<file path="src/rtl/mc_ctrl_if.sv">
// mc_ctrl_if: IR/flag inputs and datapath control outputs of the multi-cycle controller.
interface mc_ctrl_if;
  logic [31:0] instr;
  logic        zero;
  logic        ir_we;
  logic        pc_we;
  logic [2:0]  npc_sel;
  logic [1:0]  regdst;
  logic        alusrc;
  logic [2:0]  alu_ctr;
  logic [1:0]  ext_op;
  logic [1:0]  memtoreg;
  logic        regwrite;
  logic        memwrite;
  logic [3:0]  state;
  logic        instr_done;
  modport master (
    input  instr, zero,
    output ir_we, pc_we, npc_sel, regdst, alusrc, alu_ctr, ext_op, memtoreg,
           regwrite, memwrite, state, instr_done
  );
  modport slave (
    output instr, zero,
    input  ir_we, pc_we, npc_sel, regdst, alusrc, alu_ctr, ext_op, memtoreg,
           regwrite, memwrite, state, instr_done
  );
endinterface

</file>
<file path="src/rtl/mc_ctrl.sv">
// mc_ctrl: multi-cycle MIPS controller stepping FETCH/DECODE/EXE/MEM/WB; only the last state writes PC/GPR/DM.
// Optional: CTRL_JAL_EN decodes jal (writes $31 with pc+4 in JUMP); otherwise opcode 000011 is a nop.
module mc_ctrl (
  input  logic     clk,
  input  logic     rst,
  mc_ctrl_if.master bus
);
  typedef enum logic [3:0] {
    FETCH  = 4'd0,
    DECODE = 4'd1,
    EXE    = 4'd2,
    MEM_RD = 4'd3,
    MEM_WR = 4'd4,
    WB_ALU = 4'd5,
    WB_MEM = 4'd6,
    BRANCH = 4'd7,
    JUMP   = 4'd8
  } state_t;
  typedef enum logic [3:0] {
    OP_ADDU, OP_SUBU, OP_JR, OP_ORI, OP_LUI, OP_LW, OP_SW, OP_BEQ, OP_J, OP_JAL, OP_BAD
  } op_t;
  state_t state_q, state_d;
  op_t op;
  logic [5:0] opc, fn;
  logic exe_src, alu_phase, pc_we;
  logic [2:0] exe_alu;
  logic [1:0] exe_ext;
  logic unused_ok;
  assign opc = bus.instr[31:26];
  assign fn = bus.instr[5:0];
  // zero is consumed by npc directly; register fields feed the datapath, not the controller
  assign unused_ok = ^{bus.zero, bus.instr[25:6]};
  always_comb begin
    op = OP_BAD;
    case (opc)
      6'b000000: op = fn == 6'b100001 ? OP_ADDU : fn == 6'b100011 ? OP_SUBU : fn == 6'b001000 ? OP_JR : OP_BAD;
      6'b001101: op = OP_ORI;
      6'b001111: op = OP_LUI;
      6'b100011: op = OP_LW;
      6'b101011: op = OP_SW;
      6'b000100: op = OP_BEQ;
      6'b000010: op = OP_J;
`ifdef CTRL_JAL_EN
      6'b000011: op = OP_JAL;
`endif
      default:   op = OP_BAD;
    endcase
  end
  always_comb begin
    state_d = FETCH;
    case (state_q)
      FETCH:  state_d = DECODE;
      DECODE: state_d = op == OP_BEQ ? BRANCH : op inside {OP_J, OP_JAL, OP_JR} ? JUMP : op == OP_BAD ? FETCH : EXE;
      EXE:    state_d = op == OP_LW ? MEM_RD : op == OP_SW ? MEM_WR : WB_ALU;
      MEM_RD: state_d = WB_MEM;
      default: state_d = FETCH;
    endcase
  end
  always_ff @(posedge clk or posedge rst) begin
    if (rst) state_q <= FETCH;
    else state_q <= state_d;
  end
  // alu controls chosen in EXE are held through the memory and write-back states
  assign exe_src = op inside {OP_ORI, OP_LUI, OP_LW, OP_SW};
  assign exe_alu = op == OP_SUBU ? 3'b001 : op == OP_ORI ? 3'b010 : 3'b000;
  assign exe_ext = op == OP_LUI ? 2'b10 : op inside {OP_LW, OP_SW} ? 2'b01 : 2'b00;
  assign alu_phase = state_q inside {EXE, MEM_RD, MEM_WR, WB_ALU, WB_MEM};
  assign pc_we = state_q inside {MEM_WR, WB_ALU, WB_MEM, BRANCH, JUMP} || (state_q == DECODE && op == OP_BAD);
  always_comb begin
    bus.ir_we = state_q == FETCH;
    bus.pc_we = pc_we;
    bus.instr_done = pc_we;
    bus.state = state_q;
    bus.npc_sel = state_q == BRANCH ? 3'b001 : state_q != JUMP ? 3'b000 : op == OP_JR ? 3'b011 : 3'b010;
    bus.alusrc = (alu_phase && exe_src) || (state_q == JUMP && op == OP_JR);
    bus.alu_ctr = alu_phase ? exe_alu : state_q == BRANCH ? 3'b001 : 3'b000;
    bus.ext_op = alu_phase ? exe_ext : 2'b00;
    bus.regdst = state_q == WB_ALU && op inside {OP_ADDU, OP_SUBU} ? 2'b01 : 2'b00;
    bus.memtoreg = state_q == WB_MEM ? 2'b01 : 2'b00;
    bus.regwrite = state_q inside {WB_ALU, WB_MEM};
    bus.memwrite = state_q == MEM_WR;
`ifdef CTRL_JAL_EN
    if (state_q == JUMP && op == OP_JAL) begin
      bus.regdst = 2'b10;
      bus.memtoreg = 2'b10;
      bus.regwrite = 1'b1;
    end
`endif
  end
endmodule

</file>
<file path="src/flat_wrapper.sv">
// flat-port wrapper written by rule: the top's interface ports become plain ports
module mc_ctrl_flat 
  (clk, rst, bus_instr, bus_zero, bus_ir_we, bus_pc_we, bus_npc_sel, bus_regdst, bus_alusrc, bus_alu_ctr, bus_ext_op, bus_memtoreg, bus_regwrite, bus_memwrite, bus_state, bus_instr_done);
  mc_ctrl_if bus_i ();
  input  logic clk;
  input  logic rst;
  input wire logic [$bits(bus_i.instr)-1:0] bus_instr;
  input wire logic [$bits(bus_i.zero)-1:0] bus_zero;
  output wire logic [$bits(bus_i.ir_we)-1:0] bus_ir_we;
  output wire logic [$bits(bus_i.pc_we)-1:0] bus_pc_we;
  output wire logic [$bits(bus_i.npc_sel)-1:0] bus_npc_sel;
  output wire logic [$bits(bus_i.regdst)-1:0] bus_regdst;
  output wire logic [$bits(bus_i.alusrc)-1:0] bus_alusrc;
  output wire logic [$bits(bus_i.alu_ctr)-1:0] bus_alu_ctr;
  output wire logic [$bits(bus_i.ext_op)-1:0] bus_ext_op;
  output wire logic [$bits(bus_i.memtoreg)-1:0] bus_memtoreg;
  output wire logic [$bits(bus_i.regwrite)-1:0] bus_regwrite;
  output wire logic [$bits(bus_i.memwrite)-1:0] bus_memwrite;
  output wire logic [$bits(bus_i.state)-1:0] bus_state;
  output wire logic [$bits(bus_i.instr_done)-1:0] bus_instr_done;
  assign bus_i.instr = bus_instr;
  assign bus_i.zero = bus_zero;
  assign bus_ir_we = bus_i.ir_we;
  assign bus_pc_we = bus_i.pc_we;
  assign bus_npc_sel = bus_i.npc_sel;
  assign bus_regdst = bus_i.regdst;
  assign bus_alusrc = bus_i.alusrc;
  assign bus_alu_ctr = bus_i.alu_ctr;
  assign bus_ext_op = bus_i.ext_op;
  assign bus_memtoreg = bus_i.memtoreg;
  assign bus_regwrite = bus_i.regwrite;
  assign bus_memwrite = bus_i.memwrite;
  assign bus_state = bus_i.state;
  assign bus_instr_done = bus_i.instr_done;
  mc_ctrl u_core (.clk(clk), .rst(rst), .bus(bus_i));
endmodule
</file>
<file path="config.mk">
export PLATFORM = sky130hd
export DESIGN_NAME = mc_ctrl_flat
export DESIGN_NICKNAME = d
export VERILOG_FILES = /design/src/rtl/mc_ctrl_if.sv /design/src/rtl/mc_ctrl.sv /design/src/flat_wrapper.sv
export SDC_FILE = /design/constraint.sdc
export NUM_CORES = 1
export LEC_CHECK = 0
export ABC_AREA = 1
export ABC_CLOCK_PERIOD_IN_PS = 1450
export CORE_UTILIZATION = 30
export CTS_BUF_LIST = sky130_fd_sc_hd__clkbuf_4
export CTS_CLUSTER_SIZE = 24
export DETAILED_ROUTE_END_ITERATION = 8
export PLACE_DENSITY = 0.79
export SLEW_MARGIN = 20
export SYNTH_ARGS = -nofsm -noshare
export SYNTH_HDL_FRONTEND = slang
export SYNTH_SLANG_ARGS = --single-unit
export TNS_END_PERCENT = 10
</file>
<file path="constraint.sdc">
create_clock -name clk -period 1.45 [get_ports clk]
set_input_delay 0.29 -clock clk [delete_from_list [all_inputs] [get_ports clk]]
set_output_delay 0.29 -clock clk [all_outputs]
set_load 0.03 [all_outputs]
</file>
== Word-level counts from Yosys, hierarchy flattened ==
Cells that the tools add are included.
Storage, ports and cells
  input port bits: 35
  logic and storage cells: 67
  bits in registers: 4
  output and inout bits: 22
Cells by class
  multiplexer cells: 22
  eq/ne operators: 28
  reduce and logical (&&, ||, !) cells: 16
Operators with widths (count)
  $eq 4x3->1 const B: 8
  $pmux 4 s7: 1
  $eq 6x6->1 const B: 4
  $mux 4: 6
  $eq 6x4->1 const B: 3
  $eq 4x2->1 const B: 4
  $eq 4x4->1 const B: 4
  $pmux 4 s4: 1
  $mux 3: 4
  $reduce_bool 5->1: 2
  $eq 4x1->1 const B: 2
  $logic_not 4->1: 2
  $mux 2: 4
  $eq 6x2->1 const B: 1
  $eq 6x3->1 const B: 1
  $logic_not 6->1: 1
  $mux 1: 6
  $reduce_bool 2->1: 3
  $logic_and 1x1->1: 4
  $ne 4x4->1 const B: 1
  $reduce_bool 4->1: 1
  $reduce_bool 3->1: 1
  $logic_or 1x1->1: 2

== Longest topological paths before layout ==
Gate-level depths: netlist (run 1).
  depth in word-level cells: 10
  mapped depth: 12
  gate-level depth less buffers: 12

== Worst setup path after synthesis (run 1) ==
Ideal clock, no wire load.
  path kind: register to output
  start point: reg u_core.state_q[0], in the netlist u_core.bus.state[0]
  end point: out bus_pc_we
  required time: 1.160 ns
  arrival: 2.029 ns
  path buffers: 1
  setup slack: -0.869 ns
  stages on the path, launching flop included: 7
  path through: dfrtp_1 nor2_1 inv_1 nor2_1 nor2_1 o21ai_0 buf_4
On the way
  cells in the longest elaborated chain, start to end: 3
  elaborated cells between the ends (all ways): 9
  those cells by class: 6 x eq/ne; 3 x reduce/logical
Ends and longest elaborated chain
  from (decl): RTL line mc_ctrl.sv:22  | state_t state_q, state_d;
  from (signal assigned): RTL line mc_ctrl.sv:61  | else state_q <= state_d;
  $eq 4x3->1, or another cell as far along: RTL line mc_ctrl.sv:68  | assign pc_we = state_q inside {MEM_WR, WB_ALU, WB_MEM, BRANCH, JUMP} || (state_q == DECODE && op == OP_BAD);
  $reduce_bool 5->1 / $logic_and 1x1->1 (equally long branches): RTL line mc_ctrl.sv:68
  $logic_or 1x1->1 (*): RTL line mc_ctrl.sv:68
  to (decl): RTL line flat_wrapper.sv:10  | output wire logic [$bits(bus_i.pc_we)-1:0] bus_pc_we;
Mark *: on every way between the ends. The rest lies on a longest branch, timed or not.

== Worst setup path in the final report (run 1) ==
  start point: in bus_instr[4]
  end point: out bus_regdst[0]
On the way
  cells in the longest elaborated chain, start to end: 9
  elaborated cells between the ends (all ways): 12
  those cells by class: 4 x eq/ne; 5 x mux; 3 x reduce/logical
Ends and longest elaborated chain
  from (decl): RTL line flat_wrapper.sv:7  | input wire logic [$bits(bus_i.instr)-1:0] bus_instr;
  $eq 6x4->1: RTL line mc_ctrl.sv:36  | 6'b000000: op = fn == 6'b100001 ? OP_ADDU : fn == 6'b100011 ? OP_SUBU : fn == 6'b001000 ? OP_JR : OP_BAD;
  $mux 4 (2 in series): RTL line mc_ctrl.sv:36
  $mux 4 (*): RTL line mc_ctrl.sv:36
  $pmux 4 s7 (*): RTL line mc_ctrl.sv:35  | case (opc)
  $eq 4x1->1 / $logic_not 4->1 (equally long branches): RTL line mc_ctrl.sv:78  | bus.regdst = state_q == WB_ALU && op inside {OP_ADDU, OP_SUBU} ? 2'b01 : 2'b00;
  $reduce_bool 2->1 (*): RTL line mc_ctrl.sv:78
  $logic_and 1x1->1 (*): RTL line mc_ctrl.sv:78
  $mux 1 (*): RTL line mc_ctrl.sv:78
  to (decl): RTL line flat_wrapper.sv:12  | output wire logic [$bits(bus_i.regdst)-1:0] bus_regdst;
Marks and branches as above.

==> run summary, run 1 <==
Total Routing Usage GR -> 24.63%
Final ANT Viol Nets -> 0
Worst Skew -> 0.005255 ns
Number of synthesized flops with an enable pin -> 0
Timing-limited maximum frequency -> 0.5210 GHz
Global route total overflow -> 0
Via-to-Cell Ratio -> 4.915
Number of I/O pins -> 57
Final Wtd Congestion -> 0.8555
Half-perimeter wire length after placement -> 1873 um
Avg Cell Area, Syn -> 5.425 um2
Internal reg-to-reg setup slack -> 0.03 ns
Number of buffers created by CTS -> 3
Max-capacitance violation count -> 0
Core footprint -> 2042 um2
Max Buffers Root-to-Sink -> 2
Cells after Synth -> 125
Type of the most critical hold path -> in -> async
Crit end category -> output pin
Final critical-path setup slack -> -0.4694 ns
First-pass GRT wire length -> 4519 um
CTS clk-pin slew, worst paths -> 0.04 ns
Final Util -> 73.28%
Synthesized cell area -> 678.2 um2
Final critical delay including setup and external delays -> 1.919 ns
Fin nets -> 232
Hold Fails Final Rpt -> 0
Number of cells in the finished layout apart from fillers -> 223
Worst setup endpoint -> bus_regdst[0]
Detailed-routing iteration count for the pre-antenna-repair pass -> 4
Instance count after placement with tap cells included -> 205
Slew Limit Fails -> 0
Register bit total from synthesis -> 4
Antenna violations before repair -> 0
Synthesis-to-finish area growth -> 120.7%
Worst voltage drop across the vdd grid -> 907.0 uV
Fraction of final layout cells with drive strength greater than 1 -> 60.71%
Static leakage power -> 0.8079 nW
Synthesis Warnings -> 0
Setup violation total in the final timing report -> 16
Startpoint-to-endpoint class of the critical path -> in -> out
Fillers -> 147
Setup crit start -> bus_instr[4]
Number of flip-flops in the largest register -> 4
Count of unique library cells instantiated by Yosys -> 18
Maximum net fanout on the critical path -> 4
Routed Wire Length -> 3131 um
Reg2reg start -> u_core.bus.state[3]$_DFF_PP0_
Residual DRC -> 0
Die height -> 49.55 um
Fraction of the yosys area taken by sequential cells -> 14.76%
Number of global-route vias before repair -> 1042
Later-pin clock latency in the skew report -> 0.25 ns
Post-synthesis cell type with the largest combined area -> nand2_1
CTS H-Tree Depth -> 1
Critical path required time -> 1.16 ns
Drt first-iter violations -> 33
R2R cell count -> 7
Die footprint -> 2455 um2
Std cell rows -> 16
Setup repair after global routing missed its margin -> yes
Reg-to-reg critical path endpoint -> u_core.bus.state[2]$_DFF_PP0_
Violated checks -> negative setup slack
Starting density of the core -> 33.21%
Largest net degree at the start of global routing -> 7
Power per cell area -> 1130 nW/um2
Clock tree from TritonCTS -> built
Top FF cell, synth -> dfrtp_1
Detailed-route wire length per cell -> 14.04 um
Fraction of registers with async set/reset -> 100.0%
Sort of element at the start of the critical path -> primary input
Most frequent cells after synthesis -> nand2_1 (30), inv_1 (24), nor2_1 (22)
Final period utilization -> 132.4%
Arrival time at the worst endpoint -> 1.63 ns
Cell with the most instances after synthesis -> nand2_1
Count of port buffers added during placement -> 31
Antenna fix cells -> 0
Status -> finished, violations left
Clock root buffer master -> clkbuf_4
Top-area cell type share of the netlist area -> 16.61%
Worst hold margin -> 0.2425 ns
Horizontal die dimension -> 49.55 um
Clock tree sinks -> 4
Number of vias in the routed layout -> 1096
Leading cell types by total area after synthesis -> nand2_1 (17%), dfrtp_1 (15%), inv_1 (13%)
-- timing repair --
action                     4_1_cts  5_1_grt
setup endpoints to repair       20       19
buffers inserted                10        4
hold buffers                     0        0
resized for setup               79       24
pin swaps                       18       11
-- layout by cell type (no fill, tap or decap), drive strengths merged --
master         netlist  routed
buf                  5      60
nand2               33      33
nor2                31      31
inv                 24      24
nand3               12      12
clkbuf               0       5
nand4                4       4
conb                 1       4
dlygate4sd2          0       4
dfrtp                4       4
a21oi                4       4
clkdlybuf4s15        0       3
o21ai                3       3
nor3                 2       2
a31oi                1       1
nor4                 1       1
clkdlybuf4s50        0       1
-- power by group --
part	leakage, nW	internal [mW]	switching [mW]
clock	0.0184	0.123	0.0572
sequential	0.0484	0.153	0.0424
combinational	0.741	0.529	0.786
total	0.808	0.805	0.886
-- critical path, cell delays in order --
cell	delay, ns
clkdlybuf4s15_1	0.19
nor2_1	0.12
nand3_2	0.14
nand2_1	0.11
nand2_1	0.05
nor2_1	0.15
nand2_2	0.11
buf_6	0.13
nor4_4	0.17
buf_6	0.17
-- worst min-delay path by stage --
stage,to,start,slack [ns],depth (start not counted)
final,u_core.bus.state[0]$_DFF_PP0_,rst,0.24,2
after global routing,u_core.bus.state[0]$_DFF_PP0_,rst,0.28,2
after CTS,u_core.bus.state[0]$_DFF_PP0_,rst,0.22,2
after detailed placement,u_core.bus.state[3]$_DFF_PP0_,rst,0.49,2
after global placement,u_core.bus.state[3]$_DFF_PP0_,rst,0.48,2
after floorplan,u_core.bus.state[3]$_DFF_PP0_,rst,0.06,1
-- kinds of logic after synthesis --
| group | synth area share [%] |
|---|---|
| simple gates | 59.23 |
| flops | 14.76 |
| other cells | 0.5530 |
| buf+inv | 18.82 |
| compound gates | 6.643 |
-- layout make-up --
class                   instances  area, um2  area share, %
flip-flops and latches          4      103.9          6.940
inverters                      24      90.09          6.020
clock buffers                   4      30.03          2.007
repair buffers                 69      599.3          40.05
multi-input cells              95      639.4          42.73
well taps                      27      33.78          2.258
-- routing by layer --
layer / vias up / track usage (%) / wire, um
li1: 519 / - / -
met1: 515 / 24.86 / 1152
met2: 52 / 46.17 / 1715
met3: 10 / 5.864 / 161
met4: 0 / 12.38 / 100
met5: - / 0 / 0
-- per-stage QoR --
stage | worst slack, ns | TNS, ns | power, mW | instance area, um2
floorplan | -0.2821 | -1.720 | 0.8090 | 754.5
global placement | -0.7768 | -6.873 | 1.228 | 1200
detailed placement | -0.8488 | -7.592 | 1.255 | 1200
CTS | -0.3816 | -3.598 | 1.541 | 1394
global route | -0.5736 | -5.638 | 1.778 | 1496
finish | -0.4694 | -4.474 | 1.691 | 1496
Power figures use the tool's default switching activity.
==> run 2, diff against run 1 <==
ABC_CLOCK_PERIOD_IN_PS = 1950   (was 1450)
CORE_UTILIZATION = 33   (was 30)
PLACE_DENSITY = 0.82   (was 0.79)
clock period = 1.95 ns   (was 1.45 ns; I/O delays follow)
==> run summary, run 2 (synthesized netlist as in run 1, its figures left out) <==
Status -> finished, violations left (unchanged)
Violated checks -> negative setup slack (unchanged)
Arrival time at the worst endpoint -> 1.67 ns (was 1.63 ns)
Sort of element at the start of the critical path -> primary input (unchanged)
Antenna fix cells -> 0 (unchanged)
Fillers -> 167 (was 147)
Maximum net fanout on the critical path -> 6 (was 4)
Die footprint -> 2240 um2 (was 2455 um2)
Total Routing Usage GR -> 20.84% (was 24.63%)
Antenna violations before repair -> 0 (unchanged)
Cell Chain, Critical Path -> buf_6 > nor2_4 > nand2_4 > nor2_4 > buf_6 > nand3_4 > nand2_2 > inv_2 > nand3_2 > nor2_2 > nand2_1 > nand2_1 > buf_6 (was clkdlybuf4s15_1 > nor2_1 > nand3_2 > nand2_1 > nand2_1 > nor2_1 > nand2_2 > buf_6 > nor4_4 > buf_6)
Clock tree from TritonCTS -> built (unchanged)
Residual DRC -> 0 (unchanged)
Max Buffers Root-to-Sink -> 2 (unchanged)
Hold_buf cts -> 0 (unchanged)
Core footprint -> 1942 um2 (was 2042 um2)
Static leakage power -> 0.7550 nW (was 0.8079 nW)
Std cell rows -> 16 (unchanged)
Clock tree sinks -> 4 (unchanged)
Max-capacitance violation count -> 0 (unchanged)
Synthesis-to-finish area growth -> 98.16% (was 120.7%)
Largest net degree at the start of global routing -> 7 (unchanged)
Worst hold margin -> 0.3417 ns (was 0.2425 ns)
Number of vias in the routed layout -> 992 (was 1096)
Die height -> 47.33 um (was 49.55 um)
Later-pin clock latency in the skew report -> 0.23 ns (was 0.25 ns)
Number of cells in the finished layout apart from fillers -> 211 (was 223)
Fin nets -> 221 (was 232)
Global route total overflow -> 0 (unchanged)
Top cell by count, worst path -> buf_6
Fraction of final layout cells with drive strength greater than 1 -> 49.46% (was 60.71%)
Reg-to-reg critical path endpoint -> u_core.bus.state[2]$_DFF_PP0_ (unchanged)
Critical path required time -> 1.56 ns (was 1.16 ns)
Detailed-routing iteration count for the pre-antenna-repair pass -> 4 (unchanged)
First-pass GRT wire length -> 3346 um (was 4519 um)
Crit-path max cell delay -> 0.19 ns (about the same)
Final Wtd Congestion -> 0.8720 (was 0.8555)
Highest-count cells in the layout ignoring fill and taps -> buf_4 (28), nand2_1 (24), inv_1 (20) (was buf_4 (37), nand2_1 (22), buf_6 (20))
Clock root buffer master -> clkbuf_4 (unchanged)
Starting density of the core -> 34.92% (was 33.21%)
Setup repair after global routing missed its margin -> yes (unchanged)
Timing-limited maximum frequency -> 0.4852 GHz
Overall power consumption -> 1.019 mW (was 1.691 mW)
Type of the most critical hold path -> in -> async (unchanged)
Number of global-route vias before repair -> 843 (was 1042)
R2R cell count -> 6 (was 7)
Number of I/O pins -> 57 (unchanged)
Hold Fails Final Rpt -> 0 (unchanged)
Horizontal die dimension -> 47.33 um (was 49.55 um)
Via-to-Cell Ratio -> 4.701 (was 4.915)
Power per cell area -> 758.3 nW/um2 (was 1130 nW/um2)
Drt first-iter violations -> 16 (was 33)
Worst voltage drop across the vdd grid -> 581.5 uV (was 907.0 uV)
Final critical delay including setup and external delays -> 2.061 ns
Half-perimeter wire length after placement -> 1669 um (was 1873 um)
Startpoint-to-endpoint class of the critical path -> in -> out (unchanged)
Count of port buffers added during placement -> 31 (unchanged)
Final critical-path setup slack -> -0.1109 ns (was -0.4694 ns)
Setup violation total in the final timing report -> 5 (was 16)
Worst Skew -> 0.001164 ns (was 0.005255 ns)
CTS H-Tree Depth -> 1 (unchanged)
Dpl ws -> -0.5091 ns (was -0.8488 ns)
Number of buffers created by CTS -> 3 (unchanged)
Routed Wire Length -> 2435 um (was 3131 um)
Internal reg-to-reg setup slack -> 0.57 ns (was 0.03 ns)
Detailed-route wire length per cell -> 11.54 um (was 14.04 um)
Instance count after placement with tap cells included -> 202 (was 205)
Slew Limit Fails -> 0 (unchanged)
Final period utilization -> 105.7%
Slowest library cell on the worst path -> nor2_4 (was clkdlybuf4s15_1)
Leading cell type in the layout, fill and taps excluded -> buf_4 (unchanged)
Reg2reg start -> u_core.bus.state[1]$_DFF_PP0_ (was u_core.bus.state[3]$_DFF_PP0_)
Number of flip-flops in the largest register -> 4 (unchanged)
CTS clk-pin slew, worst paths -> 0.04 ns (about the same)
Final ANT Viol Nets -> 0 (unchanged)
Crit end category -> output pin (unchanged)
run 2: report_power, final:
group | internal (mW) | leakage, nW | switching [mW]
clock | 0.0688 | 0.0138 | 0.0335
sequential | 0.110 | 0.0524 | 0.0226
combinational | 0.305 | 0.689 | 0.479
run 2: timing repair:
item                                    4_1_cts  5_1_grt
gates cloned                                  0        0
pin swaps                                    16       20
endpoints found under the setup margin       14       10
resized for setup                            54       41
buffers inserted                              5        1
run 2: stage by stage:
stage                     util, %  TNS, ns  cell area, um2
after global routing        69.20  -0.9252            1344
after detailed placement    58.70   -3.418            1140
final                       69.20  -0.4090            1344
after global placement      58.70   -2.883            1140
after CTS                   63.98  -0.8057            1242
after floorplan                 -  -0.4725           698.2
run 2: area by class of cell:
class / count / area [um2] / share of cell area (%)
multi-input combinational: 95 / 605.6 / 45.07
timing repair buffer: 58 / 491.7 / 36.59
sequential: 4 / 100.1 / 7.449
inverter: 24 / 90.09 / 6.704
tap: 27 / 33.78 / 2.514
clock buffer: 3 / 22.52 / 1.676
run 2: worst max path at each step:
stage | from | end | slack, ns
3_5_place_dp | bus_instr[29] | bus_instr_done | -0.51
2_1_floorplan | u_core.bus.state[0]$_DFF_PP0_ | bus_pc_we | -0.26
3_3_place_gp | bus_instr[29] | bus_pc_we | -0.42
6_report | bus_instr[31] | bus_npc_sel[0] | -0.11
5_1_grt | bus_instr[31] | bus_npc_sel[0] | -0.19
4_1_cts | bus_instr[31] | bus_instr_done | -0.20
run 2: critical path, delay by kind of cell:
family	cells	cell delay (ns)
and+or+nand+nor	9	0.86
buffers and inverters	4	0.42
run 2: routing by layer:
layer | vias to the layer above | track usage [%] | wire, um
li1 | 495 | - | -
met2 | 38 | 40.00 | 1360
met5 | - | 0 | 0
met1 | 455 | 23.36 | 935
met4 | 0 | 4.000 | 30
met3 | 4 | 4.231 | 108
